**src/rtl/pipe_operand_loader_pkg.sv**
```systemverilog
// Shared defaults and the result-entry layout for the operand loader.
package pipe_pkg;

   localparam int N_DEF     = 10;  // operand / result width
   localparam int LAT_DEF   = 3;   // pipe_ex depth in clock edges
   localparam int DEPTH_DEF = 4;   // result FIFO entries == in-flight credit limit
   localparam int TAG_W_DEF = 4;   // sequence tag width

   // One captured result: pipe_ex output plus the tag of the quad that produced it.
   typedef struct packed {
      logic [N_DEF-1:0]     data;
      logic [TAG_W_DEF-1:0] tag;
   } res_entry_t;

endpackage

```
**src/rtl/pipe_operand_loader_res_fifo.sv**
```systemverilog
// Small synchronous FIFO holding captured results until the consumer pops them.
module res_fifo
   import pipe_pkg::*;
#(
   parameter int  DEPTH = DEPTH_DEF,
   parameter type T     = res_entry_t,
   localparam int CW    = $clog2(DEPTH + 1),
   localparam int PW    = (DEPTH > 1) ? $clog2(DEPTH) : 1
) (
   input  logic          clk,
   input  logic          rst,
   input  logic          i_push,
   input  T              i_wdata,
   input  logic          i_pop,
   output T              o_rdata,
   output logic [CW-1:0] o_count,
   output logic          o_full,
   output logic          o_empty
);

   T              r_mem [DEPTH];
   logic [PW-1:0] r_wr;
   logic [PW-1:0] r_rd;
   logic [CW-1:0] r_count;
   logic          w_do_push;
   logic          w_do_pop;

   // Pop on an empty FIFO is a no-op; the loader's credit scheme keeps pushes off a full one.
   assign w_do_pop  = i_pop && (r_count != '0);
   assign w_do_push = i_push && !o_full;

   assign o_rdata = r_mem[r_rd];
   assign o_count = r_count;
   assign o_empty = (r_count == '0);
   assign o_full  = (r_count == CW'(DEPTH));

   // Storage, wrap-around pointers and occupancy count.
   always_ff @(posedge clk) begin
      if (rst) begin
         r_wr    <= '0;
         r_rd    <= '0;
         r_count <= '0;
         for (int i = 0; i < DEPTH; i++) r_mem[i] <= '0;
      end else begin
         if (w_do_push) begin
            r_mem[r_wr] <= i_wdata;
            r_wr        <= (r_wr == PW'(DEPTH - 1)) ? '0 : r_wr + PW'(1);
         end
         if (w_do_pop)
            r_rd <= (r_rd == PW'(DEPTH - 1)) ? '0 : r_rd + PW'(1);
         case ({w_do_push, w_do_pop})
            2'b10:   r_count <= r_count + CW'(1);
            2'b01:   r_count <= r_count - CW'(1);
            default: r_count <= r_count;
         endcase
      end
   end

endmodule

```
**src/rtl/pipe_operand_loader.sv**
```systemverilog
// Gathers operand words into A..D quads, issues them to pipe_ex, tracks the
// pipeline latency with a valid/tag delay line and collects aligned results.
module pipe_operand_loader
   import pipe_pkg::*;
#(
   parameter int N     = N_DEF,
   parameter int LAT   = LAT_DEF,
   parameter int DEPTH = DEPTH_DEF,
   parameter int TAG_W = TAG_W_DEF
) (
   input  logic             clk,
   input  logic             rst,
   input  logic [N-1:0]     in_data,
   input  logic             in_valid,
   output logic             in_ready,
   output logic [N-1:0]     A,
   output logic [N-1:0]     B,
   output logic [N-1:0]     C,
   output logic [N-1:0]     D,
   output logic             issue,
   input  logic [N-1:0]     F_in,
   output logic [N-1:0]     res_data,
   output logic [TAG_W-1:0] res_tag,
   output logic             res_valid,
   input  logic             res_ready
);

   localparam int CW = $clog2(DEPTH + 1);

   // Entry layout mirrors pipe_pkg::res_entry_t but follows this instance's widths.
   typedef struct packed {
      logic [N-1:0]     data;
      logic [TAG_W-1:0] tag;
   } ent_t;

   logic [N-1:0]     r_g [4];
   logic [1:0]       r_wptr;
   logic             r_pend;
   logic [TAG_W-1:0] r_seq;
   logic [TAG_W-1:0] r_itag;
   logic [CW-1:0]    r_inflight;
   logic [LAT-1:0]   r_vld;
   logic [TAG_W-1:0] r_tag [LAT];

   logic             w_accept;
   logic             w_issue;
   logic             w_push;
   logic [CW-1:0]    w_count;
   logic             w_full;
   logic             w_empty;
   ent_t             w_wdata;
   ent_t             w_rdata;

   assign in_ready = ~r_pend;
   assign w_accept = in_valid & ~r_pend;
   // Credit: every issued quad owns a FIFO slot from issue until it is popped.
   assign w_issue  = r_pend && ((int'(r_inflight) + int'(w_count)) < DEPTH);
   assign w_push   = r_vld[LAT-1];
   assign w_wdata  = '{data: F_in, tag: r_tag[LAT-1]};

   assign res_valid = ~w_empty;
   assign res_data  = w_rdata.data;
   assign res_tag   = w_rdata.tag;

   // Gather accepted words into slots g0..g3; a full quad blocks input until issued.
   always_ff @(posedge clk) begin
      if (rst) begin
         r_wptr <= '0;
         r_pend <= 1'b0;
         for (int i = 0; i < 4; i++) r_g[i] <= '0;
      end else begin
         if (w_accept) begin
            r_g[r_wptr] <= in_data;
            r_wptr      <= r_wptr + 2'd1;
         end
         if (w_accept && (r_wptr == 2'd3)) r_pend <= 1'b1;
         else if (w_issue)                 r_pend <= 1'b0;
      end
   end

   // Issue register: load A..D, pulse issue and stamp the quad with the next sequence tag.
   always_ff @(posedge clk) begin
      if (rst) begin
         A      <= '0;
         B      <= '0;
         C      <= '0;
         D      <= '0;
         issue  <= 1'b0;
         r_itag <= '0;
         r_seq  <= '0;
      end else begin
         issue <= w_issue;
         if (w_issue) begin
            A      <= r_g[0];
            B      <= r_g[1];
            C      <= r_g[2];
            D      <= r_g[3];
            r_itag <= r_seq;
            r_seq  <= r_seq + TAG_W'(1);
         end
      end
   end

   // Valid/tag delay line shadowing pipe_ex so only issue-aligned F values are captured.
   always_ff @(posedge clk) begin
      if (rst) begin
         r_vld <= '0;
         for (int i = 0; i < LAT; i++) r_tag[i] <= '0;
      end else begin
         r_vld[0] <= issue;
         r_tag[0] <= r_itag;
         for (int i = 1; i < LAT; i++) begin
            r_vld[i] <= r_vld[i-1];
            r_tag[i] <= r_tag[i-1];
         end
      end
   end

   // Quads issued but not yet landed in the FIFO.
   always_ff @(posedge clk) begin
      if (rst) begin
         r_inflight <= '0;
      end else begin
         case ({w_issue, w_push})
            2'b10:   r_inflight <= r_inflight + CW'(1);
            2'b01:   r_inflight <= r_inflight - CW'(1);
            default: r_inflight <= r_inflight;
         endcase
      end
   end

   res_fifo #(
      .DEPTH (DEPTH),
      .T     (ent_t)
   ) u_fifo (
      .clk     (clk),
      .rst     (rst),
      .i_push  (w_push),
      .i_wdata (w_wdata),
      .i_pop   (res_ready),
      .o_rdata (w_rdata),
      .o_count (w_count),
      .o_full  (w_full),
      .o_empty (w_empty)
   );

   // A push while full would lose a result; the credit rule makes this unreachable.
   assert property (@(posedge clk) disable iff (rst) !(w_push && w_full));

endmodule
```
**config.mk**
```make
export PLATFORM = sky130hd
export DESIGN_NAME = pipe_operand_loader
export DESIGN_NICKNAME = d
export VERILOG_FILES = /design/src/rtl/pipe_operand_loader_pkg.sv /design/src/rtl/pipe_operand_loader_res_fifo.sv /design/src/rtl/pipe_operand_loader.sv
export SDC_FILE = /design/constraint.sdc
export NUM_CORES = 1
export LEC_CHECK = 0
export CAP_MARGIN = 25
export CORE_ASPECT_RATIO = 0.9
export CORE_UTILIZATION = 30
export CTS_CLUSTER_SIZE = 8
export DETAILED_ROUTE_END_ITERATION = 16
export GPL_ROUTABILITY_DRIVEN = 0
export PLACE_DENSITY = 0.46
export REMOVE_ABC_BUFFERS = 1
export SLEW_MARGIN = 40
export SYNTH_ARGS = -nofsm -noshare
export SYNTH_HDL_FRONTEND = slang
export SYNTH_SLANG_ARGS = --single-unit
```
**constraint.sdc**
```tcl
create_clock -name clk -period 4.3 [get_ports clk]
set_input_delay 0.86 -clock clk [delete_from_list [all_inputs] [get_ports clk]]
set_output_delay 0.86 -clock clk [all_outputs]
set_load 0.005 [all_outputs]
```
==> impl_metrics.tcl <==
set metrics [dict create \
    ctsResizeCount 0 \
    setup_tns_ns 0 \
    crit-reg2reg-launch "u_fifo.o_count[1]" \
    synth_top_area_share 0.414 \
    crit_path_end_kind "output pin" \
    cp.required_ns 3.44 \
    cpPeakStageDelay_ns 0.67 \
    cts_setup_buffers 0 \
    yosysWarnings 0 \
    hold_class "reg2reg" \
    critPathBufInv 1 \
    crit_fanout 14 \
    regArea_um2 4470 \
    drt-initial-drc-count 326 \
    htreeDepth 4 \
    rows 52 \
    timing.final.crit_share 0.701 \
    hold_viol 0 \
    nNetsFinal 675 \
    fmax_mhz 332 \
    yosysTopAreaCell "edfxtp_1" \
    rrSetupSlack_ns 1.50 \
    area_growth_syn_to_layout_pct 25.6 \
    synth.area.top_cells "edfxtp_1 41%, dfxtp_1 23%, and2_1 8.6%, mux4_2 4.5%, a21oi_1 3.9%" \
    finalSetupViolCount 0 \
    holdBufCountCts 0 \
    io_buffers 80 \
    clock_skew_ns 0.0105 \
    rsz0062_at_grt "false" \
    clkTransAtPathRegs_ns 0.06 \
    yosysSeqAreaShare 0.641 \
    io-pin-count 81 \
    yosysUniqueCellTypes 37 \
    core_area_um2 22600 \
    p_leak_nw 3.05 \
    clk_latency_ns 0.43 \
    max_slew_margin 0.497 \
    synth_cells 572 \
    drc 0 \
    root_buffer "clkbuf_16" \
    routedWlPerCell_um 16.7 \
    power_density_nw_per_um2 417 \
    vias 4504 \
    slowest_stage "dfxtp_2" \
    whs_endpoint "r_tag[0][10]" \
    holdPathStages 1 \
    ant_nets 0 \
    r2r_end "r_inflight[2]" \
    grt_max_degree 50 \
    grt_first_pass_wirelength_um 25700 \
    die_h_um 147 \
    postLayoutCoreUtil 0.386 \
    dp.cells 919 \
    dr.pass1.iters 6 \
    placed_area_um2 8100 \
    grt_overflow 0 \
    dp_hpwl_um 9960 \
    maxSlewViolCount 0 \
    cts_sinks 175 \
    fp.dieW_um 163 \
    vias_per_cell 4.74 \
    cts_buffers 17 \
    antenna_found_initial 0 \
    run_status "complete, no violations" \
    fin_hold_ws_ns 0.434 \
    layout_setup_ws_ns 1.29 \
    grt_use_total 0.142 \
    finalCriticalPeriod_ns 3.01 \
    fillers 2174 \
    synth_seq_cells 175 \
    hold_start "r_tag[0][6]" \
    syn_area_um2 6970 \
    cap_violations 0 \
    reg2regPathDepth 9 \
    design_area_um2 8750 \
    ir_drop_uv 236 \
    worst_pin_slew_ns 0.754 \
    crit_chain "mux4_2, clkdlybuf4s50_1" \
    p_total_mw 3.64 \
    cts_tree "built" \
    n_antenna_cell 0 \
    drive_gt1_frac 0.106 \
    cts_buffer_depth 2 \
    worstSetupStartpointType "flip-flop" \
    critPathArrivalTime_ns 2.15 \
    pre_cts_ws_ns 1.09 \
    crit_family "flip-flops" \
    grt_pass1_vias 4546 \
    die_area_um2 23800 \
    multi_input_area_um2 2360 \
    synth_area_per_cell_um2 12.2 \
    stdcell_count 951 \
    path_class "reg2out" \
    drt_wl_total_um 15900 \
    start_util 0.308 \
]
==> power by group <==
part / switching, mW / leakage (nW) / internal (mW)
sequential: 0.0193 / 1.63 / 1.81
clock: 0.642 / 0.313 / 1.04
combinational: 0.0758 / 1.11 / 0.0602
total: 0.737 / 3.05 / 2.91
==> registers in the layout, indices dropped and copies added (netlist names), 4 cells and up, named ones only <==
name,flops
D,10
B,10
A,10
r_itag,4
r_tag,12
r_seq,4
r_g,40
C,10
u_fifo.r_mem,56
==> synthesized netlist by cell type, drive strengths merged <==
cell type / number
mux2: 1
fa: 2
edfxtp: 96
nor3: 1
nand2: 6
or4: 2
and3b: 1
or3b: 1
and4: 1
or3: 5
inv: 7
or4b: 1
nor3b: 2
xor2: 3
xnor2: 2
nand3: 50
nor2b: 16
a211oi: 1
a21oi: 54
mux2i: 3
clkbuf: 34
dfxtp: 79
nor4b: 2
mux4: 14
ha: 8
and2: 96
nor2: 11
buf: 7
or2: 4
nand2b: 2
and3: 1
o31ai: 3
o21ai: 52
nor4: 3
and2b: 1
==> layer usage <==
| metal | global-route usage | routed length (µm) | vias up |
|---|---|---|---|
| met1 | 0.184 | 7220 | 2207 |
| met3 | 0.0392 | 777 | 13 |
| met4 | 0.0435 | 188 | 0 |
| li1 | - | - | 2174 |
| met2 | 0.231 | 7710 | 110 |
| met5 | 0 | 0 | - |
==> worst max path at each step <==
stage                     cells after the start              start            end
after floorplan                               8  u_fifo.o_count[2]  r_inflight[2]
after global placement                        4           in_valid      r_g[1][0]
after detailed placement                      4           in_valid      r_g[1][2]
after CTS                                     2          flip-flop     res_tag[1]
after global routing                          2          flip-flop     res_tag[1]
final                                         2          flip-flop    res_data[7]
==> layout by cell type, fill, tap and decap left out, drive strengths merged, types with 3 or more instances in the layout <==
| cell | instances |
|---|---|
| and2 | 96 |
| mux2i | 3 |
| xor2 | 3 |
| ha | 8 |
| o31ai | 3 |
| o21ai | 52 |
| inv | 8 |
| nor2b | 16 |
| bufinv | 4 |
| nand3 | 50 |
| or3 | 5 |
| clkdlybuf4s50 | 79 |
| nand2 | 6 |
| a21oi | 54 |
| clkbuf | 22 |
| nor4 | 3 |
| mux4 | 14 |
| clkinv | 4 |
| edfxtp | 96 |
| buf | 12 |
| or2 | 4 |
| nor2 | 11 |
| dfxtp | 79 |
==> logic make-up (layout without fill, tap and decap cells) <==
kind of cell,Yosys count,after routing,synth area share
AOI/OAI and AO/OA,110,110,0.0805
muxes,18,18,0.0512
buffers and inverters,48,130,0.0277
xor gates and xnor gates,5,5,0.00629
and+or+nand+nor,206,206,0.173
DFF,175,175,0.641
adders and majority gates,10,10,0.0201
==> worst reg2reg max path, cell delays in order (launching register included) <==
cell and delay, ns:
dfxtp_1 0.47, ha_1 0.30, nand3_1 0.09, buf_4 0.44, nand2_1 0.19, ha_1 0.28, fa_1 0.38, xnor2_1 0.14
or3_1 0.30, a21oi_1 0.14
==> final cells by class <==
| cell class | count | area share |
|---|---|---|
| Timing Repair Buffer | 91 | 0.101 |
| Sequential cell | 175 | 0.510 |
| Multi-Input combinational cell | 349 | 0.270 |
| Clock inverter | 10 | 0.0179 |
| Tap cell | 297 | 0.0425 |
| Clock buffer | 22 | 0.0555 |
| Inverter | 7 | 0.00300 |
(Power assumes the default switching activity.)
